File: src/rtl/msf_encoder.sv
// MSF time-signal encoder: turns buffered second-words into ten 100 ms carrier samples per second.
// A one-entry word buffer is drained at each slot-0 tick; an empty buffer yields an all-ones second.
module msf_encoder (
  input  logic       clk_i,
  input  logic       rst_i,
  input  logic       tick_i,
  input  logic       bits_valid_i,
  output logic       bits_ready_o,
  input  logic       bits_is_second_00_i,
  input  logic [1:0] bits_data_i,
  output logic       sample_valid_o,
  output logic       sample_data_o,
  output logic       second_start_o,
  output logic       underrun_o
);

  logic       full;
  logic       buf_is_00;
  logic [1:0] buf_data;
  logic [3:0] slot;
  logic [9:0] pattern;

  logic       handshake;
  logic       slot_zero;
  logic [9:0] word_pattern;
  logic [9:0] next_pattern;
  logic       slot_level;

  assign bits_ready_o = !full;
  assign handshake    = bits_valid_i && !full;
  assign slot_zero    = (slot == 4'd0);

  // Bit i of a pattern is the carrier level for slot i.
  always_comb begin
    word_pattern = 10'h3FF;
    if (buf_is_00) begin
      word_pattern = 10'b11111_00000;
    end else begin
      word_pattern[0] = 1'b0;
      word_pattern[1] = buf_data[0];
      word_pattern[2] = buf_data[1];
    end
  end

  // A new second is chosen only at slot 0; a word arriving in that same cycle waits a second.
  always_comb begin
    next_pattern = pattern;
    if (slot_zero) begin
      next_pattern = full ? word_pattern : 10'h3FF;
    end
    slot_level = next_pattern[slot];
  end

  always_ff @(posedge clk_i) begin
    if (rst_i) begin
      full           <= 1'b0;
      buf_is_00      <= 1'b0;
      buf_data       <= 2'b00;
      slot           <= 4'd0;
      pattern        <= 10'h3FF;
      sample_valid_o <= 1'b0;
      sample_data_o  <= 1'b1;
      second_start_o <= 1'b0;
      underrun_o     <= 1'b0;
    end else begin
      sample_valid_o <= tick_i;
      second_start_o <= tick_i && slot_zero;
      underrun_o     <= tick_i && slot_zero && !full;
      if (tick_i) begin
        sample_data_o <= slot_level;
        pattern       <= next_pattern;
        slot          <= (slot == 4'd9) ? 4'd0 : slot + 4'd1;
      end
      if (tick_i && slot_zero && full) begin
        full <= 1'b0;
      end else if (handshake) begin
        full      <= 1'b1;
        buf_is_00 <= bits_is_second_00_i;
        buf_data  <= bits_data_i;
      end
    end
  end

endmodule
File: config.mk
export PLATFORM = sky130hd
export DESIGN_NAME = msf_encoder
export DESIGN_NICKNAME = d
export VERILOG_FILES = /design/src/rtl/msf_encoder.sv
export SDC_FILE = /design/constraint.sdc
export NUM_CORES = 1
export LEC_CHECK = 0
export BUFFER_PORTS_ARGS = -buffer_cell sky130_fd_sc_hd__buf_2
export CAP_MARGIN = 20
export CORE_UTILIZATION = 40
export CTS_CLUSTER_DIAMETER = 200
export DETAILED_ROUTE_END_ITERATION = 16
export PLACE_DENSITY = 0.56
export SETUP_SLACK_MARGIN = 0.1
export SYNTH_ARGS = -nofsm -noshare
export SYNTH_HDL_FRONTEND = slang
export SYNTH_SLANG_ARGS = --single-unit
File: constraint.sdc
create_clock -name clk_i -period 2.1 [get_ports clk_i]
set_clock_uncertainty 0.05 [all_clocks]
set_input_delay 0 -clock clk_i [delete_from_list [all_inputs] [get_ports clk_i]]
set_output_delay 0 -clock clk_i [all_outputs]
set_load 0.05 [all_outputs]
==> results of run 1 <==
stage by stage:
stage | instance area [um2] | worst slack [ns] | std cells
4_1_cts | 1050 | 0.515 | 142
3_5_place_dp | 972 | 0.532 | 134
6_report | 1050 | 0.517 | 142
5_1_grt | 1050 | 0.467 | 142
3_3_place_gp | 972 | 0.558 | 134
2_1_floorplan | 921 | 0.593 | 103
registers in the layout (all words and copies together) (netlist names):
signal and count:
buf_is_00 1, sample_valid_o 1, pattern 10, full 1, slot 4, buf_data 2
underrun_o 1, sample_data_o 1, second_start_o 1
power by group:
group	internal, uW	leakage [uW]	switching (uW)
clock network	106	0.0000210	128
logic	49.4	0.000229	69.3
registers	438	0.000180	21.9
total	593	0.000430	219
layout by cell type (no fill, tap or decap), types with 3 or more instances in the layout:
| cell type | Yosys | layout |
|---|---|---|
| nor2b_1 | 4 | 4 |
| mux2i_1 | 3 | 3 |
| o21ai_0 | 4 | 4 |
| a211o_1 | 4 | 4 |
| nor3_1 | 3 | 3 |
| a21oi_1 | 6 | 6 |
| or3_1 | 5 | 5 |
| clkbuf_4 | 0 | 3 |
| nor2_1 | 15 | 15 |
| dfxtp_1 | 22 | 22 |
| buf_2 | 4 | 11 |
| dlygate4sd3_1 | 0 | 4 |
| inv_1 | 4 | 4 |
| nand2_1 | 5 | 5 |
path summary, 6_finish.rpt:
check,end,slack (ns),cells past startpoint
hold reg to reg,pattern[7],0.41,1
hold / removal,buf_data[0],0.01,2
setup / recovery,pattern[0],0.52,2
setup reg to reg,pattern[0],0.52,2
cells by family (layout without fill, tap and decap cells):
kind of cell              after synthesis  count (layout)  share of synthesized area [%]
DFF                                    22              22                           47.8
xor gates and xnor gates                2               2                           1.90
AOI/OAI and AO/OA                      20              20                           14.3
and+or+nand+nor                        41              41                           23.6
buffers and inverters                  13              24                           6.66
muxes                                   5               5                           5.71
layer usage:
layer	global-route usage, %	up-vias	routed length [um]
met1	16.7	321	752
met4	5.71	0	26
met5	0	-	0
li1	-	374	-
met3	5.86	4	77
met2	24.7	17	725
layout make-up:
type / count / share of cell area (%)
sequential: 22 / 42.0
clock buffer: 4 / 3.46
tap: 28 / 3.34
inverter: 4 / 1.43
multi-input combinational: 68 / 40.0
timing repair buffer: 16 / 9.79
what timing repair did:
item / CTS / global route
setup buffers: 0 / 0
hold buffers: 4 / 0
hold endpoints to repair: 5 / 0
==> metrics, run 1 <==
outcome=finished clean; Hold Path Class=input pin to register; Fin. Hold Viols=0; final RePlAce weighted congestion=about 0.78; predominant post-synthesis flop cell=dfxtp_1; Clock Latency Late Sink=a little over 0.3 ns; Post-Syn Nets=110; I/O Buffers=11; Num CTS Buffers=3; r2r startpoint=slot[0]; Multi-input gate area=around 420 um2; Post-synth EDFFs=0; drt initial violations=20; CP required=about 2.3 ns; Yosys cell types=29; Worst Max-Slew Pin Slew=0.398 ns; top-count cell post-synth=dfxtp_1; Die W=50.0 um; post-synthesis instance total=103; DR DRC count=0; total grt overflow=0; Rows=17; Pwr Total=813 uW; initial antenna violation count=0; CTS resizes=0; first-pass GRT wire length=~2800 um; Fin Setup TNS=0 ns; Synth async-reset ratio=0%; Tcrit/Tclk final=~75%; Synth top area share=47.8%; clk sink count=22; die height=about 50 um; sequential fraction of the synthesis area=47.8%; Fillers=227; worst-path maximum fanout=12; Antenna Cells=0; nets@finish=about 120; Synth warnings=0; CTS tree=done; Peak Freq=~630 MHz; CTS root buffer=clkbuf_4; crit end category=register; delay-heaviest family, CP=simple AND/OR/NAND/NOR gates; DR WL/cell=roughly 11 um; crit path from=slot[0]; Mapped Area=just over 900 um2; crit path cell chain=or4_1 -> a211o_1; die area=2500 um2; Buf/Inv on CP=0; VDD IR-drop max=around 0.54 mV; H-tree Lvls=1; worst hold path startpoint=rst_i; vias in the first global route=654; Final Max Tran Viols=0; Total GRT Usage=14.8%; Bufs on Longest Clock Path=2; slowest cell delay on critical path=between 0.6 and 0.7 ns; Area contributors post-synth=dfxtp_1 (48%), nor2_1 (6.1%), a211o_1 (3.8%); Yosys top cell by area=dfxtp_1; Area Overhead vs Synth=13.9%; Reg clk slew, reported paths=around 0.12 ns; DR pass1 iterations=4; Initial Util=between 40% and 50%; final setup fails=0; Routed Antenna Nets=0; pin count of the biggest net entering global routing=23; Crit path arrival time=~1.8 ns; RSZ-0062 raised after global routing=no; type of origin of the critical path=register; area of the core=2190 um2; min Tclk post-route=around 1.6 ns; I/O pins=12; hold_ws=roughly 0.014 ns; share of layout cells above drive strength 1=16.7%; Syn Area/Cell=just under 9 um2; Slew headroom=roughly 73%; leakage power=between 0.0004 and 0.0005 uW; total wire length=between 1500 and 2000 um; register bit count reported by yosys=22; Core Util, Final=47.9%; routed vias/inst=~5.0; most frequent cells after synthesis=dfxtp_1 (22), nor2_1 (15), a21oi_1 (6); vias after detailed routing=around 720; CP max stage cell=or4_1; register area=440 um2; Setup CP Type=register to register; PD cells=roughly 780 nW/um2; post-detail-place hpwl=roughly 1100 um; # Max-Cap Violations=0
No activity file was read; power rests on OpenSTA's default activity.
==> run 2, diff against run 1 <==
Clock period 2.1 ns to 1.5 ns, I/O delays scaled along.
==> run 2 against run 1 <==
  * Clock-buffer cell count is 1 lower
  * Die area stayed put
  * Largest cell class unchanged
  * Highest routed layer unchanged
  * First-iteration DRC count is 35% lower
  * Worst setup slack worse by 0.40 ns
  * Critical path type unchanged
  * Critical path depth stayed put
  * Via count is 2.8% higher
  * Combinational power is 85% higher
  * Power is 36% higher
==> metrics, run 2 (synthesis gave the netlist of run 1 again) <==
Pwr Total=roughly 1100 uW; CTS tree=done; Clock Latency Late Sink=slightly below 0.3 ns; worst hold path startpoint=rst_i; Worst Max-Slew Pin Slew=0.360 ns; Crit path arrival time=around 1.5 ns; type of origin of the critical path=register; total wire length=1680 um; PD cells=roughly 960 nW/um2; CP required=between 1.5 and 2 ns; Setup CP Type=register to register; WHS Path Cells=2; r2r endpoint=pattern[0]; share of layout cells above drive strength 1=a little under a third; final setup fails=0; Reg clk slew, reported paths=roughly 0.11 ns; pin count of the biggest net entering global routing=23; area of the core=about 2200 um2; die height=50.0 um; Area Overhead vs Synth=24.5%; I/O pins=12; Routed met2 length=795 um; Largest register FFs=10; # Max-Cap Violations=0; register area=between 400 and 500 um2; Largest Register=pattern; Slew headroom=76.0%; CTS root buffer=clkbuf_4; largest registers=pattern: 10 flops, slot: 4 flops, buf_data: 2 flops; Rows=17; clk sink count=22; vias in the first global route=~700; leakage power=0.000482 uW; WL met3=a little under 70 um; r2r startpoint=slot[0]; final RePlAce weighted congestion=about 0.73; R2R cell count=2; most common cell after layout, fill and taps aside=dfxtp_1; crit end category=register; Multi-input gate area=445 um2; VDD IR-drop max=between 0.5 and 0.6 mV; Fin Setup TNS=0 ns; outcome=finished clean; routed vias/inst=~4.9; internal reg-to-reg setup slack=0.12 ns; placed cells=between 100 and 150; Switching Fraction=26.9%; CP max stage cell=or4_4; Comb power frac=19.9%; Peak Freq=723 MHz; Fillers=207; crit path cell chain=or4_4 -> a211o_1; Antenna Cells=0; Clock power frac=22.7%; hold path endpoint=buf_data[0]; Post-Route M1 WL=between 800 and 900 um; hold_ws=between 0.03 and 0.04 ns; DR DRC count=0; Hold Path Class=input pin to register; Die W=approximately 50 um; min Tclk post-route=1.38 ns; Routed Antenna Nets=0; DR pass1 iterations=4; initial antenna violation count=0; Total GRT Usage=16.1%; die area=about 2500 um2; top sig layer=met4; Initial Util=between 40% and 50%; H-tree Lvls=1; RSZ-0062 raised after global routing=yes; DR WL/cell=approximately 11 um; vias after detailed routing=around 740; Tcrit/Tclk final=92.2%; Fin. Hold Viols=0; slowest cell delay on critical path=approximately 0.56 ns; nets@finish=~130; Sequential Power Share=between 50% and 60%; total grt overflow=0; Non-Filler Instances=151; Bufs on Longest Clock Path=2; most frequent cells in the layout=dfxtp_1 (18), nor2_1 (14), buf_4 (11); drt initial violations=13; worst-path maximum fanout=5; I/O Buffers=11; first-pass GRT wire length=about 3000 um; post-detail-place hpwl=about 1100 um; Final Max Tran Viols=0; Num CTS Buffers=3; P_sw=just under 300 uW; internal power=807 uW
[run 2: power by group through the flow]
stage | combinational [uW] | sequential (uW) | clock [uW]
after floorplan | 118 | 663 | 0
after global placement | 193 | 646 | 0
after detailed placement | 193 | 646 | 0
after CTS | 205 | 634 | 268
after global routing | 242 | 638 | 289
final | 220 | 633 | 251
[run 2: final cells by class]
cell class / count / area share, %
Sequential cell: 22 / 39.1
Multi-Input combinational cell: 68 / 38.9
Timing Repair Buffer: 26 / 15.7
Tap cell: 28 / 3.06
Clock buffer: 3 / 1.97
Inverter: 4 / 1.31
[run 2: critical path, delay by kind of cell (launching register included)]
kind	cells	cell delay, ns
AOI/OAI and AO/OA	1	0.30
DFF	1	0.38
and+or+nand+nor	1	0.56
[run 2: how the worst max path moves through the flow]
stage,from,end,slack [ns],depth (start not counted)
after floorplan,slot[3],pattern[0],-0.007,5
after global placement,slot[0],pattern[0],0.08,2
after detailed placement,slot[0],pattern[0],0.06,2
after CTS,slot[0],pattern[0],0.12,2
after global routing,slot[3],sample_data_o,0.06,5
final,slot[0],pattern[0],0.12,2
[run 2: what timing repair did]
| item | 4_1_cts | 5_1_grt |
|---|---|---|
| endpoints found under the hold margin | 5 | 0 |
| setup endpoints to repair | 2 | 8 |
| cloned | 0 | 0 |
| hold buffers | 4 | 0 |
| resized for setup | 3 | 9 |
| setup buffers | 0 | 1 |
[run 2: through the flow]
stage / util, % / area [um2] / worst slack [ns]
2_1_floorplan: - / 921 / -0.00705
3_3_place_gp: 47.5 / 1040 / 0.0788
3_5_place_dp: 47.5 / 1040 / 0.0587
4_1_cts: 50.6 / 1110 / 0.116
5_1_grt: 52.3 / 1150 / 0.0580
6_report: 52.3 / 1150 / 0.117
[run 2: per-layer routing]
layer / global-route usage, % / up-vias
li1: - / 394
met1: 21.1 / 324
met2: 23.8 / 16
met3: 4.63 / 2
met4: 8.10 / 0
met5: 0 / -
